[config.mk]
export PLATFORM = sky130hd
export DESIGN_NAME = aes_round_ctrl
export DESIGN_NICKNAME = d
export VERILOG_FILES = /design/src/rtl/aes_pkg.sv /design/src/rtl/aes_mixcolumns.sv /design/src/rtl/aes_round_ctrl.sv
export SDC_FILE = /design/constraint.sdc
export NUM_CORES = 1
export LEC_CHECK = 0
export ABC_AREA = 1
export CAP_MARGIN = 20
export CORE_AREA = 5 5 265 267
export CTS_CLUSTER_DIAMETER = 30
export DETAILED_ROUTE_END_ITERATION = 7
export DIE_AREA = 0 0 270 272
export GPL_ROUTABILITY_DRIVEN = 0
export SLEW_MARGIN = 30
export SYNTH_ARGS = -nofsm -noshare
export SYNTH_HDL_FRONTEND = slang
export SYNTH_SLANG_ARGS = --single-unit
[constraint.sdc]
create_clock -name clk -period 1.7 [get_ports clk]
set_input_delay 0.51 -clock clk [delete_from_list [all_inputs] [get_ports clk]]
set_output_delay 0.51 -clock clk [all_outputs]
set_load 0.03 [all_outputs]
[src/rtl/aes_pkg.sv]
// Shared AES-128 constants, FSM state type and GF(2^8) column helpers
// used by the round sequencer and its MixColumns stage.
package aes_pkg;
  localparam int unsigned NR   = 10;
  localparam int unsigned NB   = 4;
  localparam logic [7:0]  POLY = 8'h1B;

  typedef enum logic [1:0] {IDLE, SB, AK} state_e;
  typedef logic [0:127] block_t;

  function automatic logic [7:0] xtime(input logic [7:0] b);
    return {b[6:0], 1'b0} ^ (b[7] ? POLY : 8'h00);
  endfunction

  // Byte r+4c of the result comes from byte r+4((c+r)%4) of the input.
  function automatic block_t shift_rows(input block_t s);
    block_t t;
    t = '0;
    for (int unsigned c = 0; c < NB; c++) begin
      for (int unsigned r = 0; r < 4; r++) begin
        t[8*(r+4*c) +: 8] = s[8*(r+4*((c+r)%4)) +: 8];
      end
    end
    return t;
  endfunction

  function automatic logic [0:31] mix_column(input logic [0:31] col);
    logic [7:0]  a [4];
    logic [0:31] res;
    res = '0;
    for (int unsigned j = 0; j < 4; j++) a[j] = col[8*j +: 8];
    for (int unsigned j = 0; j < 4; j++) begin
      res[8*j +: 8] = xtime(a[j]) ^ xtime(a[(j+1)%4]) ^ a[(j+1)%4]
                    ^ a[(j+2)%4] ^ a[(j+3)%4];
    end
    return res;
  endfunction
endpackage

[src/rtl/aes_mixcolumns.sv]
// Combinational MixColumns over a full 128-bit column-major state.
module aes_mixcolumns
  import aes_pkg::*;
(
  input  logic [0:127] din,
  output logic [0:127] dout
);
  for (genvar c = 0; c < 4; c++) begin : g_col
    assign dout[32*c +: 32] = mix_column(din[32*c +: 32]);
  end
endmodule

[src/rtl/aes_round_ctrl.sv]
// Iterative AES-128 encryption sequencer: owns the state register, feeds an
// external registered SubBytes stage and applies ShiftRows/MixColumns/AddRoundKey.
module aes_round_ctrl #(
  parameter int unsigned NR = 10
) (
  input  logic         clk,
  input  logic         rst_n,
  input  logic         start,
  output logic         ready,
  input  logic [0:127] plaintext,
  output logic [3:0]   rk_idx,
  input  logic [0:127] round_key,
  output logic [0:127] sb_in,
  input  logic [0:127] sb_out,
  output logic         done,
  output logic [0:127] ciphertext
);
  import aes_pkg::*;

  state_e       fsm;
  logic [3:0]   rnd;
  logic [0:127] sr;
  logic [0:127] mc;

  assign sr     = shift_rows(sb_out);
  assign rk_idx = rnd;

  aes_mixcolumns u_mix (
    .din  (sr),
    .dout (mc)
  );

  // sb_in is the state register itself, so SubBytes sees it with no extra stage.
  always_ff @(posedge clk or negedge rst_n) begin
    if (!rst_n) begin
      fsm        <= IDLE;
      rnd        <= '0;
      sb_in      <= '0;
      ciphertext <= '0;
      done       <= 1'b0;
      ready      <= 1'b1;
    end else begin
      done <= 1'b0;
      case (fsm)
        IDLE: begin
          if (start) begin
            sb_in <= plaintext ^ round_key;
            rnd   <= 4'd1;
            ready <= 1'b0;
            fsm   <= SB;
          end
        end
        SB: fsm <= AK;
        AK: begin
          if (rnd == 4'(NR)) begin
            ciphertext <= sr ^ round_key;
            done       <= 1'b1;
            ready      <= 1'b1;
            rnd        <= '0;
            fsm        <= IDLE;
          end else begin
            sb_in <= mc ^ round_key;
            rnd   <= rnd + 4'd1;
            fsm   <= SB;
          end
        end
        default: begin
          fsm   <= IDLE;
          rnd   <= '0;
          ready <= 1'b1;
        end
      endcase
    end
  end
endmodule

==> results of run 1 <==
==> per-stage QoR <==
stage / total power [mW] / TNS (ns) / hold slack, ns
final: 53.74 / -2.621 / 0.3210
after global routing: 56.59 / -16.10 / 0.3079
after CTS: 52.84 / -7.028 / 0.2778
after detailed placement: 33.53 / -71.36 / 0.3607
after global placement: 33.33 / -68.66 / 0.3596
after floorplan: 21.84 / 0 / 0.2144
==> layout by cell type, fill, tap and decap left out, drive strengths merged, types with 109 or more instances in the layout <==
cell type	synthesis	layout
inv	290	297
dfrtp	263	263
clkbuf	50	116
nand3	360	360
xor2	185	185
clkdlybuf4s50	0	363
buf	102	746
a21oi	109	109
xnor2	198	198
nand2	1111	1111
==> power groups by stage <==
stage               registers, mW  clock network (mW)  logic [mW]
floorplan                    13.2                   0        8.68
global placement             9.66                   0        23.7
detailed placement           9.67                   0        23.9
CTS                          9.91                17.5        25.5
global route                 10.1                17.8        28.7
finish                       9.94                17.2        26.6
==> area by class of cell <==
type	instances	area share [%]
Antenna cell	8	0.05622
Inverter	293	3.152
Timing Repair Buffer	1142	32.96
Clock inverter	51	2.073
Sequential cell	264	18.58
Tap cell	882	3.099
Clock buffer	107	6.697
Multi-Input combinational cell	2242	33.38
==> worst reg2reg max path, delay by kind of cell (launching register included) <==
kind                       cells  cell delay (ns)
DFF                            1             0.41
muxes                          1             0.33
and+or+nand+nor                2             0.21
adders and majority gates      1             0.19
buffers and inverters          4             0.55
==> cell families after synthesis <==
logic type               synth area share (%)
multiplexers                            2.130
XOR/XNOR                                16.79
AO/OA/AOI/OAI                           3.214
AND/OR/NAND/NOR                         35.74
buffers and inverters                   9.100
adder cells (fa/ha/maj)                0.1246
flip-flops                              32.90
==> worst min-delay path by stage <==
stage / from / endpoint / cells past startpoint
6_report: rst_n / ciphertext[77] / 2
5_1_grt: rst_n / ciphertext[77] / 2
4_1_cts: rst_n / ciphertext[77] / 2
3_5_place_dp: rst_n / ciphertext[77] / 1
3_3_place_gp: rst_n / ciphertext[77] / 1
2_1_floorplan: rst_n / ciphertext[0] / 0
==> timing repair <==
action	in CTS	in global routing
hold endpoints to repair	35	0
gates cloned	7	10
setup endpoints to repair	368	368
buffers inserted	51	37
gates resized for setup	1595	89
pin swaps	2	5
hold buffers	1	0
==> layer usage <==
layer,up-vias,part of all wire [%],track usage [%]
met5,-,0,0
met4,0,3.1,6.517
met3,173,7.7,5.814
met2,795,49,39.58
met1,10630,40,26.98
li1,11360,-,-
==> state kept, by name (all words and copies together), names as in the netlist <==
register    count
fsm             2
done            1
ciphertext    128
ready           1
rk_idx          4
sb_in         128
==> flow_summary.json, run 1 <==
{
  "ys_types": 29,
  "synth.most_common_cell": "nand2_1",
  "post-route-min-period_ns": 1.790,
  "grt_use_total_pct": 22.42,
  "hp-class": "input pin to asynchronous set/reset pin",
  "finalWirelength_um": 88380,
  "slew_violations": 0,
  "cts_max_path_buffers": 3,
  "fill_cells": 6348,
  "fin_ws_ns": -0.08954,
  "worst_pin_slew_ns": 0.4486,
  "yosys.area.top_type_share_pct": 32.76,
  "synthTopCellsByCount": "1110 x nand2_1, 359 x nand3_1, 289 x inv_1",
  "powerDensity_nw_per_um2": 1509,
  "start_util_pct": 29.60,
  "comb_power_share_pct": 49.5,
  "rsz0062_at_grt": "yes",
  "ir_drop_uv": 1000,
  "avgRoutedWirePerCell_um": 17.71,
  "die_area_um2": 73440,
  "rows": 96,
  "io_buffers": 648,
  "ant_nets": 0,
  "synth_edf_count": 0,
  "endpoint_kind": "output pin",
  "netlist_top_cells_area": "dfrtp_1 33%, nand2_1 21%, nand3_1 8.9%",
  "cp_max_fo": 2,
  "violations": "setup timing",
  "syn_avg_cell_area_um2": 6.807,
  "switchingPower_mw": 21.12,
  "worstPathArrival_ns": 1.28,
  "fin_util_pct": 52.47,
  "grt_max_degree": 61,
  "timing.fmax_ghz": 0.5588,
  "internal_power_mw": 32.62,
  "synth_largest_area_cell": "dfrtp_1",
  "placed_area_um2": 30650,
  "cp_cell_sequence": "buf_12",
  "nets": 4419,
  "cts_root_buf": "clkbuf_16",
  "cp.depth": 1,
  "dpl.hpwl_um": 65880,
  "maxCapViolations": 0,
  "io_pins": 649,
  "slowest_stage": "dfstp_2",
  "drt_first_pass_iters": 6,
  "status": "finished with violations",
  "ys_warn_count": 0,
  "path_class": "register to output pin",
  "critPathMaxStageDelay_ns": 0.55,
  "sw_frac_of_total_pct": 39.31,
  "drt_iter0_markers": 1328,
  "sequentialPowerShare_pct": 18.5,
  "routed_via_density": 4.602,
  "synth_async_sr_flop_share_pct": 100.0,
  "dp_cells": 4718,
  "cp.required_ns": 1.19,
  "dieHeight_um": 272,
  "synth_ff_type": "dfrtp_1",
  "critPathBufInv": 1,
  "cts_max_level": 3,
  "finalCritPeriodShare_pct": 105.3,
  "ff2ff_path_depth": 8,
  "clkTransAtPathRegs_ns": 0.05,
  "multiInputGateArea_um2": 11890,
  "clock_power_share_pct": 32.0,
  "relSlewSlack_pct": 70.09,
  "setup_viol": 97,
  "drc": 0,
  "syn_inst": 2951,
  "rr_endpoint": "ciphertext[99]",
  "cts.sinks": 264,
  "die_width_um": 270,
  "numCtsBuffers": 87,
  "worstSetupEndpoint": "ready",
  "instances_no_fill": 4989,
  "cts_tree": "done",
  "core_area_um2": 67870,
  "overflow": 0,
  "seq_area_frac_synth_pct": 32.90,
  "drive_gt1_share_pct": 25.42,
  "fin_area_um2": 35610,
  "regArea_um2": 6615,
  "timing.rr.start": "rk_idx[0]",
  "hold_viol": 0,
  "areaGrowthSynthToFinish_pct": 77.27,
  "grt_pass1_wl_um": 129300,
  "grt_antenna_before_repair": 5,
  "cpLargestDelayFamily": "flip-flops",
  "clkLatencyLatePin_ns": 0.62,
  "cp-startpoint": "ready",
  "skew_ns": 0.02229,
  "power.leakage_nw": 18.29,
  "reg2reg_slack_ns": -0.09,
  "grt_pass1_vias": 22100,
  "via_count": 22960,
  "start_kind": "register",
  "dp_slack_ns": -0.8308,
  "ys_ff_latch": 264,
  "synth_nets": 3340,
  "synth_area_um2": 20090
}
(Power assumes the default switching activity.)
==> run 2: changes to the inputs <==
--- a/config.mk
+++ b/config.mk
@@ -7,11 +7,12 @@
 export LEC_CHECK = 0
 export ABC_AREA = 1
 export CAP_MARGIN = 20
-export CORE_AREA = 5 5 265 267
+export CORE_AREA = 5 5 250 252
 export CTS_CLUSTER_DIAMETER = 30
 export DETAILED_ROUTE_END_ITERATION = 7
-export DIE_AREA = 0 0 270 272
+export DIE_AREA = 0 0 255 257
 export GPL_ROUTABILITY_DRIVEN = 0
+export PLACE_DENSITY_LB_ADDON = 0.05
 export SLEW_MARGIN = 30
 export SYNTH_ARGS = -nofsm -noshare
 export SYNTH_HDL_FRONTEND = slang
==> run 2 against run 1 <==
  * The flow still finishes with violations (setup timing)
  * Non-clock buffer count down 17
  * Sequential share of layout area about the same
  * Utilization rose by 6.9 points
  * Combinational power down 5%
  * Highest routed layer is now met5
==> flow_summary.json, run 2 (same netlist as run 1, synthesis figures left out) <==
{
  "dpl.hpwl_um": 69420,
  "path_class": "register to output pin",
  "cts_tree": "done",
  "power.leakage_nw": 18.54,
  "finalCritPeriodShare_pct": 106.3,
  "instances_no_fill": 4878,
  "cp_max_fo": 2,
  "slew_violations": 0,
  "ant_nets": 0,
  "rsz0062_at_grt": "yes",
  "overflow": 0,
  "grt_pass1_vias": 22690,
  "cts.sinks": 264,
  "cp.required_ns": 1.19,
  "setup_viol": 13,
  "critPathMaxStageDelay_ns": 0.55,
  "numCtsBuffers": 86,
  "switchingPower_mw": 20.47,
  "drt_first_pass_iters": 5,
  "rows": 90,
  "fin_area_um2": 35570,
  "cts_max_level": 3,
  "skew_ns": 0.02012,
  "core_area_um2": 59910,
  "clock_power_share_pct": 32.0,
  "critPathBufInv": 1,
  "status": "finished with violations",
  "worstPathArrival_ns": 1.30,
  "drc": 0,
  "areaGrowthSynthToFinish_pct": 77.06,
  "via_count": 23170,
  "maxCapViolations": 0,
  "ir_drop_uv": 1291,
  "post-route-min-period_ns": 1.808,
  "worst_pin_slew_ns": 0.4240,
  "hold_viol": 0,
  "avgRoutedWirePerCell_um": 18.95,
  "power_mw": 51.73,
  "fin_ws_ns": -0.1077,
  "cp_cell_sequence": "buf_12",
  "powerDensity_nw_per_um2": 1454,
  "dieHeight_um": 257,
  "timing.fmax_ghz": 0.5532,
  "comb_power_share_pct": 48.7,
  "layout_commonest_cell": "nand2_1",
  "drive_gt1_share_pct": 25.91,
  "violations": "setup timing",
  "die_area_um2": 65540,
  "layout_common_cells": "1106 x nand2_1, 433 x buf_4, 345 x nand3_1",
  "relSlewSlack_pct": 71.53,
  "cts_root_buf": "clkbuf_16",
  "cp-startpoint": "ready",
  "start_kind": "register",
  "drt_iter0_markers": 1140,
  "grt_use_total_pct": 25.80,
  "grt_max_degree": 64,
  "endpoint_kind": "output pin",
  "internal_power_mw": 31.26,
  "io_buffers": 648,
  "timing.rr.start": "fsm[1]",
  "fin_util_pct": 59.37,
  "grt_pass1_wl_um": 131900,
  "start_util_pct": 33.53,
  "clkLatencyLatePin_ns": 0.62,
  "nets": 4401,
  "cts_max_path_buffers": 3,
  "sequentialPowerShare_pct": 19.3,
  "sw_frac_of_total_pct": 39.57,
  "slowest_stage": "dfstp_2",
  "io_pins": 649,
  "dp_cells": 4619,
  "finalWirelength_um": 92460,
  "hp-class": "input pin to asynchronous set/reset pin",
  "routed_via_density": 4.750,
  "die_width_um": 255,
  "grt_antenna_before_repair": 21,
  "clkTransAtPathRegs_ns": 0.04,
  "placed_area_um2": 30520,
  "cpLargestDelayFamily": "flip-flops"
}
==> run 2: changes by cell type in the layout (fill, tap and decap cells not counted), sizes merged, moves of 5 or more <==
cell	previous run	this run
clkbuf	116	139
diode	8	16
clkdlybuf4s50	363	325
dlygate4sd2	0	11
buf	746	724
clkinvlp	5	0
clkinv	28	20
dlymetal6s2s	22	49
==> run 2: area by class of cell <==
cell class,instances,area [um2]
repair buffers,1125,11560
fillers,5401,24340
clock buffers,124,2527
clock inverters,32,483.0
flip-flops and latches,264,6611
inverters,293,1114
well taps,782,978.4
multi-input cells,2242,12250
diodes,16,40.04
==> run 2: repair_timing <==
| action | 4_1_cts | 5_1_grt |
|---|---|---|
| endpoints found under the hold margin | 16 | 0 |
| buffers inserted | 20 | 48 |
| gates resized for setup | 1452 | 343 |
| pin swaps | 3 | 14 |
| hold buffers | 1 | 0 |
| endpoints found under the setup margin | 437 | 393 |
| gates cloned | 4 | 15 |
==> run 2: metrics by stage <==
stage	worst slack [ns]	setup TNS (ns)	hold WS (ns)
6_report	-0.1077	-0.4883	0.3461
5_1_grt	-0.1510	-3.852	0.3482
4_1_cts	-0.1509	-1.465	0.3468
3_5_place_dp	-0.8310	-77.61	0.3993
3_3_place_gp	-0.7797	-76.15	0.4052
2_1_floorplan	0.003983	0	0.2144
==> run 2: worst register-to-register path, cell delays in order, from the launching register on <==
cell,delay (ns)
dfrtp_1,0.36
inv_2,0.06
nor2_4,0.21
inv_4,0.07
nor2_4,0.19
buf_12,0.17
buf_16,0.18
mux2_4,0.33
==> run 2: metal layers <==
metal	part of all wire, %	track usage [%]	wire length [um]	vias to the layer above
met5	0.085	0	79	-
met4	3.8	9.674	3543	12
met3	6.6	6.029	6089	201
met2	50	45.25	46010	724
met1	40	30.58	36730	10940
li1	-	-	-	11300
==> run 2: path summary, 6_finish.rpt <==
| check | end | slack (ns) | cells after the start |
|---|---|---|---|
| min in group clk | ciphertext[65] | 0.35 | 3 |
| max in group asynchronous | sb_in[85] | 0.66 | 4 |
| worst max register to register | ciphertext[20] | 0.02 | 7 |
| worst max-delay path | ready | -0.11 | 1 |
| worst min-delay path | ciphertext[108] | 0.35 | 2 |
| worst min register to register | sb_in[10] | 0.48 | 2 |
==> run 2: power groups by stage <==
| stage | combinational (mW) | clock (mW) | sequential [mW] |
|---|---|---|---|
| 6_report | 25.2 | 16.6 | 9.99 |
| 5_1_grt | 27.0 | 17.1 | 10.2 |
| 4_1_cts | 23.8 | 16.8 | 9.88 |
| 3_5_place_dp | 23.5 | 0 | 9.72 |
| 3_3_place_gp | 23.2 | 0 | 9.70 |
| 2_1_floorplan | 8.68 | 0 | 13.2 |
==> run 3: changes to the inputs <==
--- a/config.mk
+++ b/config.mk
@@ -12,7 +12,6 @@
 export DETAILED_ROUTE_END_ITERATION = 7
 export DIE_AREA = 0 0 255 257
 export GPL_ROUTABILITY_DRIVEN = 0
-export PLACE_DENSITY_LB_ADDON = 0.05
 export SLEW_MARGIN = 30
 export SYNTH_ARGS = -nofsm -noshare
 export SYNTH_HDL_FRONTEND = slang
==> run 3 against run 2 <==
  * Clock skew down 0.0014 ns
  * Largest cell class unchanged
  * Largest power group unchanged
  * Final cell count up 0.23%
  * The flow still finishes with violations (setup timing)
  * Worst hold slack lost 0.012 ns
  * Critical path type unchanged
  * Die area unchanged
  * Power grew 4.3%
  * Utilization grew 1.2 points
  * Fmax down 0.25%
==> flow_summary.json, run 3 (same netlist as run 1, synthesis figures left out) <==
{
  "maxCapViolations": 0,
  "rows": 90,
  "routed_via_density": 4.730,
  "path_class": "register to output pin",
  "fin_area_um2": 36290,
  "grt_antenna_before_repair": 15,
  "io_buffers": 648,
  "slowest_stage": "dfstp_2",
  "skew_ns": 0.01876,
  "hold_viol": 0,
  "status": "finished with violations",
  "rsz0062_at_grt": "yes",
  "numCtsBuffers": 86,
  "sw_frac_of_total_pct": 39.61,
  "nets": 4411,
  "cts_root_buf": "clkbuf_16",
  "cts_max_path_buffers": 3,
  "power.leakage_nw": 18.73,
  "drive_gt1_share_pct": 27.19,
  "dpl.hpwl_um": 66900,
  "io_pins": 649,
  "ant_nets": 0,
  "grt_pass1_vias": 22310,
  "die_area_um2": 65540,
  "switchingPower_mw": 21.37,
  "cts_tree": "done",
  "critPathBufInv": 1,
  "cpLargestDelayFamily": "flip-flops",
  "powerDensity_nw_per_um2": 1487,
  "overflow": 0,
  "timing.hold.ws_ns": 0.3343,
  "cp_max_fo": 2,
  "timing.fmax_ghz": 0.5518,
  "hp-class": "input pin to asynchronous set/reset pin",
  "slew_violations": 0,
  "placed_area_um2": 30560,
  "clkTransAtPathRegs_ns": 0.05,
  "fin_util_pct": 60.58,
  "cts_max_level": 3,
  "finalCritPeriodShare_pct": 106.6,
  "drt_iter0_markers": 1125,
  "cp.required_ns": 1.19,
  "via_count": 23120,
  "start_util_pct": 33.53,
  "cts.sinks": 264,
  "finalWirelength_um": 92170,
  "avgRoutedWirePerCell_um": 18.85,
  "ir_drop_uv": 1050,
  "endpoint_kind": "output pin",
  "worst_pin_slew_ns": 0.4079,
  "clkLatencyLatePin_ns": 0.61,
  "start_kind": "register",
  "sequentialPowerShare_pct": 18.5,
  "grt_pass1_wl_um": 128500,
  "drc": 0,
  "areaGrowthSynthToFinish_pct": 80.68,
  "clock_power_share_pct": 31.7,
  "multiInputGateArea_um2": 12470,
  "layout_common_cells": "1093 x nand2_1, 415 x buf_4, 339 x clkdlybuf4s50_1",
  "dp_slack_ns": -0.6916,
  "core_area_um2": 59910,
  "critPathMaxStageDelay_ns": 0.56,
  "violations": "setup timing",
  "fin_ws_ns": -0.1122,
  "fill_cells": 5297,
  "regArea_um2": 6613,
  "power_mw": 53.95,
  "comb_power_share_pct": 49.9,
  "layout_commonest_cell": "nand2_1",
  "setup_viol": 39,
  "grt_max_degree": 48,
  "worstPathArrival_ns": 1.30,
  "cp_cell_sequence": "buf_12",
  "internal_power_mw": 32.58,
  "die_width_um": 255,
  "grt_use_total_pct": 25.29,
  "dieHeight_um": 257,
  "drt_first_pass_iters": 5,
  "post-route-min-period_ns": 1.812,
  "relSlewSlack_pct": 72.72
}
==> run 3: worst paths after layout <==
kind	depth (start not counted)	slack, ns	end	start
worst max register to register	7	-0.07	ciphertext[34]	fsm[0]
max in group asynchronous	4	0.68	sb_in[123]	rst_n
worst min register to register	2	0.48	sb_in[77]	sb_in[77]
min in group clk	3	0.37	ciphertext[105]	sb_out[9]
worst min-delay path	2	0.33	ciphertext[34]	rst_n
worst max-delay path	1	-0.11	ready	ready
==> run 3: power groups by stage <==
stage               Clock (mW)  Combinational [mW]  Sequential (mW)
floorplan                    0                8.68             13.2
global placement             0                23.8             9.70
detailed placement           0                24.0             9.68
CTS                       17.3                24.3             9.87
global route              17.7                28.8             10.2
finish                    17.1                26.9             9.96
==> run 3: metal layers <==
| layer | share of wire (%) | track usage (%) | up-vias |
|---|---|---|---|
| met5 | 0.060 | 0 | - |
| met4 | 3.4 | 9.169 | 8 |
| met3 | 7.9 | 6.847 | 173 |
| met2 | 49 | 43.50 | 808 |
| met1 | 40 | 30.24 | 10790 |
| li1 | - | - | 11350 |
==> run 3: metrics by stage <==
stage | instances | setup TNS, ns
6_report | 4889 | -1.362
5_1_grt | 4884 | -5.641
4_1_cts | 4805 | -1.723
3_5_place_dp | 4613 | -71.61
3_3_place_gp | 4613 | -67.91
2_1_floorplan | 2951 | 0
==> run 3: repair_timing <==
item | 4_1_cts | 5_1_grt
pin swaps | 3 | 36
gates cloned | 7 | 24
resized for setup | 1468 | 317
hold buffers | 1 | 0
endpoints found under the hold margin | 29 | 0
buffers inserted | 24 | 50
setup endpoints to repair | 366 | 347
==> run 3: layout make-up <==
type,count,share of cell area (%)
multi-input combinational,2242,34.35
timing repair buffer,1135,32.97
sequential,264,18.22
clock buffer,120,6.840
inverter,293,3.092
tap,782,2.696
clock inverter,40,1.738
antenna,13,0.08964
==> variant (flow settings as in run 1) <==
Change the package constant `NB` from 4 to 2.
--- a/src/rtl/aes_pkg.sv
+++ b/src/rtl/aes_pkg.sv
@@ -2,7 +2,7 @@
 // used by the round sequencer and its MixColumns stage.
 package aes_pkg;
   localparam int unsigned NR   = 10;
-  localparam int unsigned NB   = 4;
+  localparam int unsigned NB   = 2;
   localparam logic [7:0]  POLY = 8'h1B;
 
   typedef enum logic [1:0] {IDLE, SB, AK} state_e;
Check against the original RTL: not equivalent (a bounded check fails within 4 cycles, from zero or initial values and one cycle with rst_n low).
==> variant against run 1 <==
The flow still finishes with violations (negative setup slack). Sequential power is essentially flat. Routed wire length is 6.6% lower. Design area fell by 9.5%. Synthesized area is 21% lower. Sequential cell count did not move. Total power down 0.81%. Clock power down 6%. Worst setup slack worse by 0.0086 ns. Critical path type is now register to register. Highest routed layer is now met5.
==> variant: results (changes against run 1) <==
- Syn Inst Count: 2152 (-27%)
- P_int: 32.5 mW (-0.41%)
- TritonCTS Buffers: 80 (-8.0%)
- Failing checks: negative setup slack
- Final clock-cell share: 0.0910 (+0.00331)
- Signal inverters: 144 (-51%)
- Critical Path End Type: register
- Setup TNS: -5.50 ns (-2.88 ns)
- Status: finished with violations
- Initial antenna violation count: 17 (+12)
- Placed Area: 0.0248 mm^2 (-19%)
- Final setup viols: 182 (+88%)
- Global-route wire length before repair: 109000 um (-15%)
- CP max-delay cell: dfrtp_2
- Fin worst setup slack: -0.0981 ns (-0.00859 ns)
- Vias in the first global route: 17.3k (-22%)
- Fraction of layout cells with a size suffix above 1: 0.384 (+0.130)
- Combinational power: 27.3 mW (+3%)
- R2R cell count: 10 (+2)
- Post-Syn Nets: 2541 (-24%)
- Largest cells by area after synthesis: dfrtp_1, nand2_1, xor2_1
- Register area share after synthesis: 0.416 (+0.0867)
- Worst Path Max Fanout: 15 (+13)
- PostCTS Resize Cnt: 1458 (-8.6%)
- Hold Slack: 0.367 ns (+0.0462 ns)
- CP peak stage delay: 0.41 ns (-0.14 ns)
- DP HPWL: 53900 um (-18%)
- Mean area per synthesized cell: 7.39 um^2 (+8.5%)
- Post-CTS Setup Inserts: 64 (+25%)
- Clock buffer count: 100 (-6.5%)
- Vias: 18.1k (-21%)
- Total power: 53.3 mW (-0.81%)
- Multi-In Gates: 1629 (-27%)
- Placed instance count: 3714 (-21%)
- Fill cells: 6266 (-1.3%)
- Number of port buffers: 584 (-9.9%)
- Worst reg2reg path endpoint: ciphertext[9]
## variant: cell types whose count changed in the layout (fill, tap and decap cells not counted), sizes merged, moves of 97 or more
| cell | delta |
|---|---|
| buf | -109 |
| a21oi | -103 |
| nand3 | -200 |
| o21ai | +124 |
| inv | -152 |
| nand2 | -163 |
| nor2 | -97 |
## variant: routing by layer
metal  wire, um  global-route usage  up-vias
met5         83                   0        -
met4       2780              0.0583       12
met3       5980              0.0609      187
met2      40100               0.330      639
met1      33600               0.234     8656
li1           -                   -     8590
## variant: cells by family (layout without fill, tap and decap cells)
kind of cell | after synthesis | after routing | share of synthesized area
and+or+nand+nor | 1201 | 1201 | 0.311
xor gates and xnor gates | 286 | 286 | 0.158
DFF | 264 | 264 | 0.416
buffers and inverters | 259 | 1283 | 0.0694
AOI/OAI and AO/OA | 140 | 140 | 0.0444
adders and majority gates | 2 | 2 | 0.00157
other | 0 | 11 | 0
